File: src/rtl/iob_cycle_ctl.sv
// I/O bus cycle controller: runs a 68000 async (DTACK) or 6800 sync (VPA/VMA/E)
// cycle on the IOB for each FSB request decoded into the IOB domain.
//   state | meaning
//   IDLE  | waiting for IOREQ
//   S2    | address strobe out (data strobe too on reads)
//   S4    | data strobe out on writes, timeout cleared
//   WAIT  | waiting for BERR / DTACK / VPA / timeout
//   S6    | data setup after DTACK
//   SYNC  | waiting for the VMA point of the E period
//   EHI   | VMA asserted, waiting for E to fall
//   TERM  | strobes negated, IOACK pulse
//   REC   | recovery cycle, IOBusy low
module iob_cycle_ctl #(
    parameter int E_DIV   = 10,
    parameter int E_HI    = 4,
    parameter int TIMEOUT = 255
) (
    input  logic CLK,
    input  logic nRES,
    input  logic IOREQ,
    input  logic IACS,
    input  logic nWE,
    input  logic nDTACK,
    input  logic nVPA,
    input  logic nBERR,
    output logic nAS,
    output logic nDS,
    output logic nVMA,
    output logic E,
    output logic IOACK,
    output logic IOBERR,
    output logic IOBusy
);

    localparam int EW = $clog2(E_DIV);
    localparam int TW = $clog2(TIMEOUT + 1);
    localparam logic [EW-1:0] E_LAST = EW'(E_DIV - 1);
    localparam logic [EW-1:0] E_RISE = EW'(E_DIV - E_HI);
    localparam logic [EW-1:0] VMA_PT = EW'(E_DIV - E_HI - 2);
    localparam logic [TW-1:0] T_LAST = TW'(TIMEOUT - 1);

    typedef enum logic [3:0] {
        ST_IDLE, ST_S2, ST_S4, ST_WAIT, ST_S6, ST_SYNC, ST_EHI, ST_TERM, ST_REC
    } state_t;

    state_t          r_state;
    logic [EW-1:0]   r_ecnt;
    logic [EW-1:0]   w_ecnt_nxt;
    logic            r_e;
    logic [1:0]      r_dtack_s, r_vpa_s, r_berr_s;
    logic            w_dtack, w_vpa, w_berr;
    logic [TW-1:0]   r_tcnt;
    logic            r_nas, r_nds, r_nvma, r_ioack, r_ioberr, r_busy;
    logic            r_wr, r_iack;
    logic            w_to_term, w_term_err;

    // E is registered from the next count so it lines up with r_ecnt
    assign w_ecnt_nxt = (r_ecnt == E_LAST) ? '0 : r_ecnt + EW'(1);

    always_ff @(posedge CLK or negedge nRES) begin
        if (!nRES) begin
            r_ecnt <= '0;
            r_e    <= 1'b0;
        end else begin
            r_ecnt <= w_ecnt_nxt;
            r_e    <= (w_ecnt_nxt >= E_RISE);
        end
    end

    always_ff @(posedge CLK or negedge nRES) begin
        if (!nRES) begin
            r_dtack_s <= 2'b11;
            r_vpa_s   <= 2'b11;
            r_berr_s  <= 2'b11;
        end else begin
            r_dtack_s <= {r_dtack_s[0], nDTACK};
            r_vpa_s   <= {r_vpa_s[0], nVPA};
            r_berr_s  <= {r_berr_s[0], nBERR};
        end
    end

    assign w_dtack = ~r_dtack_s[1];
    assign w_vpa   = ~r_vpa_s[1];
    assign w_berr  = ~r_berr_s[1];

    // Interrupt acknowledge is autovectored: DTACK is ignored, VPA is implied
    always_comb begin
        w_to_term  = 1'b0;
        w_term_err = 1'b0;
        case (r_state)
            ST_WAIT: begin
                if (w_berr) begin
                    w_to_term  = 1'b1;
                    w_term_err = 1'b1;
                end else if (!(w_dtack && !r_iack) && !(w_vpa || r_iack)
                             && (r_tcnt == T_LAST)) begin
                    w_to_term  = 1'b1;
                    w_term_err = 1'b1;
                end
            end
            ST_S6: w_to_term = 1'b1;
            ST_SYNC: begin
                if (w_berr) begin
                    w_to_term  = 1'b1;
                    w_term_err = 1'b1;
                end
            end
            ST_EHI: begin
                if (w_berr) begin
                    w_to_term  = 1'b1;
                    w_term_err = 1'b1;
                end else if (r_ecnt == '0) begin
                    w_to_term = 1'b1;
                end
            end
            default: ;
        endcase
    end

    always_ff @(posedge CLK or negedge nRES) begin
        if (!nRES) begin
            r_state  <= ST_IDLE;
            r_nas    <= 1'b1;
            r_nds    <= 1'b1;
            r_nvma   <= 1'b1;
            r_ioack  <= 1'b0;
            r_ioberr <= 1'b0;
            r_busy   <= 1'b0;
            r_wr     <= 1'b0;
            r_iack   <= 1'b0;
            r_tcnt   <= '0;
        end else begin
            r_ioack  <= 1'b0;
            r_ioberr <= 1'b0;
            case (r_state)
                ST_IDLE: begin
                    if (IOREQ) begin
                        r_wr    <= ~nWE;
                        r_iack  <= IACS;
                        r_busy  <= 1'b1;
                        r_nas   <= 1'b0;
                        r_nds   <= ~nWE;
                        r_state <= ST_S2;
                    end
                end
                ST_S2: begin
                    if (r_wr) r_nds <= 1'b0;
                    r_state <= ST_S4;
                end
                ST_S4: begin
                    r_tcnt  <= '0;
                    r_state <= ST_WAIT;
                end
                ST_WAIT: begin
                    r_tcnt <= r_tcnt + TW'(1);
                    if (w_dtack && !r_iack) r_state <= ST_S6;
                    else if (w_vpa || r_iack) r_state <= ST_SYNC;
                end
                ST_SYNC: begin
                    if (w_ecnt_nxt == VMA_PT) begin
                        r_nvma  <= 1'b0;
                        r_state <= ST_EHI;
                    end
                end
                ST_S6, ST_EHI: ;
                ST_TERM: begin
                    r_busy  <= 1'b0;
                    r_state <= ST_REC;
                end
                ST_REC:  r_state <= ST_IDLE;
                default: r_state <= ST_IDLE;
            endcase
            if (w_to_term) begin
                r_state  <= ST_TERM;
                r_nas    <= 1'b1;
                r_nds    <= 1'b1;
                r_nvma   <= 1'b1;
                r_ioack  <= 1'b1;
                r_ioberr <= w_term_err;
            end
        end
    end

    assign nAS    = r_nas;
    assign nDS    = r_nds;
    assign nVMA   = r_nvma;
    assign E      = r_e;
    assign IOACK  = r_ioack;
    assign IOBERR = r_ioberr;
    assign IOBusy = r_busy;

endmodule

File: config.mk
export PLATFORM = sky130hd
export DESIGN_NAME = iob_cycle_ctl
export DESIGN_NICKNAME = d
export VERILOG_FILES = /design/src/rtl/iob_cycle_ctl.sv
export SDC_FILE = /design/constraint.sdc
export NUM_CORES = 1
export LEC_CHECK = 0
export CORE_ASPECT_RATIO = 0.75
export CORE_MARGIN = 1
export CORE_UTILIZATION = 50
export DETAILED_ROUTE_END_ITERATION = 6
export PLACE_DENSITY = 0.77
export SYNTH_ARGS = -nofsm -noshare
export SYNTH_HDL_FRONTEND = slang
export SYNTH_SLANG_ARGS = --single-unit
File: constraint.sdc
create_clock -name CLK -period 1.51 [get_ports CLK]
set_input_delay 0.453 -clock CLK [delete_from_list [all_inputs] [get_ports CLK]]
set_output_delay 0.453 -clock CLK [all_outputs]
set_load 0.1 [all_outputs]
==> impl_metrics.toml, run 1 <==
[clock_network]
cts_tree = "yes"
htreeDepth = 2
cts_root_buf = "clkbuf_8"
path_clk_slew_ns = 0.06
cts_made_buffers = 5
cts_buffer_depth = 2
worstSkewPairLatency_ns = 0.28
postCtsHoldBufs = 0
cts.sinks = 31

[status]
status = "complete, but fails checks"
failed_checks = "negative setup slack"

[yosys]
synth_mux_area_share_pct = 2.140
syn-instance-count = 135
yosys.area_share.simple_pct = 17.21
ys_top_cells_by_area = "dfrtp_1 (38%), dfstp_2 (16%), nand2_1 (4.4%)"
synth_area_leader_cell = "dfrtp_1"
syn_nets = 145
netlist.area_leader.share_pct = 37.67
synthesis.area_um2 = 1461
synth-seq-cells = 31
async_reset_ff_share_pct = 100.0
synth_fa_ha_area_share_pct = 1.712
synth.distinct_cells = 48
synth_edf_count = 0
synth_top_family_by_area = "simple AND/OR/NAND/NOR gates"
synth_xor_area_share_pct = 1.798
ys_seq_area_share_pct = 53.85
synth_compound_area_share_pct = 16.61
synth_flop_cell = "dfrtp_1"
avgSynthCellArea_um2 = 10.83
ys_warn_count = 0

[detailed_routing]
route.detailed.drc = 0
viasPerCell = 5.617
vias = 1157
wl_mm = 3.105
dr.first_iter.drc_count = 34
ant_nets = 0
wl_per_cell_um = 15.07
firstDrtPassIters = 4

[pwr]
ir_drop_uv = 1245
swShare_pct = 41.68
powerDensity_nw_per_um2 = 1909
power.share.sequential_pct = 33.9
power.leakage_nw = 0.8659
power.internal_mw = 2.178
power_switching_mw = 1.556
combPwrFrac_pct = 49.4
clockPowerShare_pct = 16.7

[finish]
most-common-layout-cells = "dfrtp_1 (20), buf_4 (20), nand2_1 (17)"
syn_to_final_growth_pct = 33.82
nNetsFinal = 179
fin_cells = 206
diodes = 0
final_layout_size_suffix_gt1_share_pct = 35.88
fin_area_um2 = 1956
postLayoutCoreUtil_pct = 72.90

[timing]
finalHoldViolCount = 0
drv_slew = 0
worst_pin_slew_ns = 0.3956
whs_ns = 0.3561
rsz0062_at_grt = "yes"
setup_slack_ns = -0.05589
skew_ns = 0.005011
min_period_ns = 1.566
fmax_mhz = 638.6
max_slew_margin_pct = 73.63
setup_viol_count_final = 2
fin_crit_sh_pct = 103.7

[grt]
grt_use_total_pct = 23.33
antenna_found_initial = 0
gr-total-overflow = 0
grt_start_max_net_pins = 32
grt_pass1_wl_mm = 5.292
grt_pass1_vias = 1165

[place]
place_hpwl_mm = 2.123
dp_slack_ns = -0.1165
place_area_um2 = 1808
port_buffers = 14
place_inst = 197
routabilityCongestion = 0.8251

[worst_setup_path]
cp_max_fo = 6
worst_ep_arrival_time_ns = 1.79
cp_slowest_cell = "or4_4"
critical_path.max_stage_delay_ns = 0.55
crit_required_ns = 1.74
end_kind = "register"
start_kind = "register"
critical_path_class = "reg -> reg"
path_cells = "or4_4 > a211oi_4 > a311oi_4 > buf_4 > inv_2"

[floorplanning]
pin_count = 15
die_y_um = 48.82
core_area_um2 = 2683
die_x_um = 64.43
die_area_um2 = 3145
row_count = 16
initial_core_util_pct = 54.48

[flow_run]
max_cap_viol_count = 0

[worst_hold_path]
hp-class = "reg -> reg"
through the flow:
step / TNS (ns) / power (mW)
floorplan: 0 / 2.274
global placement: -0.2550 / 2.802
detailed placement: -0.5563 / 2.870
CTS: -0.006517 / 3.591
global route: -0.3039 / 3.938
finish: -0.05897 / 3.734
layer usage:
metal,track usage (%),wire length [µm],up-vias
li1,-,-,551
met2,36.84,1568,38
met1,27.70,1304,559
met3,10.05,181,9
met5,0,0,-
met4,10.37,50,0
final cells by class:
type                            instances  area [µm²]
Fill cell                             183       726.9
Timing Repair Buffer                   35       380.4
Multi-Input combinational cell         89       625.6
Tap cell                               36       45.04
Sequential cell                        31       789.5
Inverter                                7       26.28
Clock buffer                            5       68.82
Clock inverter                          3       20.02
power groups by stage:
| stage | combinational, mW | sequential [mW] | clock, mW |
|---|---|---|---|
| after CTS | 1.71 | 1.24 | 0.647 |
| after global placement | 1.58 | 1.22 | 0 |
| final | 1.84 | 1.27 | 0.625 |
| after floorplan | 0.739 | 1.53 | 0 |
| after detailed placement | 1.64 | 1.23 | 0 |
| after global routing | 1.96 | 1.28 | 0.694 |
cell families (layout without fill, tap and decap cells):
group | count (synthesis) | count (layout)
xor gates and xnor gates | 3 | 3
buffers and inverters | 15 | 50
muxes | 3 | 3
and+or+nand+nor | 47 | 47
AOI/OAI and AO/OA | 34 | 34
DFF | 31 | 31
adders and majority gates | 2 | 2
state kept, by name (all words and copies together), names as in the netlist:
signal,count
r_tcnt,8
r_ecnt,4
r_state,4
r_berr_s,2
r_dtack_s,2
r_vpa_s,2
E,1
IOACK,1
IOBERR,1
IOBusy,1
nAS,1
nDS,1
nVMA,1
r_iack,1
r_wr,1
synth_stat cells, types with 2 or more instances:
cell type and count:
nor2_1 7, ha_1 2, nand4bb_1 2, a22o_1 2, nor3_1 2, o211ai_1 2, dfstp_2 9, nand3b_1 2
o21ai_0 12, nand3_1 6, mux2i_1 2, inv_1 7, buf_6 3, buf_4 2, a21oi_1 3, dfrtp_1 22
nand2_1 17, a31oi_1 2, xnor2_1 2
worst max-delay path: cells and delay by family, from the launching register on:
kind | cells | cell delay [ns]
buf+inv | 2 | 0.21
simple gates | 1 | 0.55
flops | 1 | 0.38
compound gates | 2 | 0.36
path summary, 6_finish.rpt:
check                             from      endpoint  slack (ns)  cells past startpoint
hold reg to reg            r_berr_s[0]   r_berr_s[1]        0.36                      0
max in group asynchronous         nRES  r_dtack_s[0]        0.73                      2
hold / removal             r_berr_s[0]   r_berr_s[1]        0.36                      0
min in group asynchronous         nRES     r_tcnt[3]        0.54                      2
setup reg to reg             r_ecnt[1]         IOACK       -0.06                      5
setup / recovery             r_ecnt[1]         IOACK       -0.06                      5
repair_timing:
action | CTS | global route
setup buffers | 0 | 1
gates resized for setup | 5 | 5
pin swaps | 1 | 1
hold endpoints to repair | 0 | 0
endpoints found under the setup margin | 7 | 6
Power figures use the tool's default switching activity.
==> inputs of run 2 (changes only) <==
TNS_END_PERCENT = 1   (was unset)
==> results of run 2 <==
No change in the layout: final DEF, timing and power equal those of run 1.
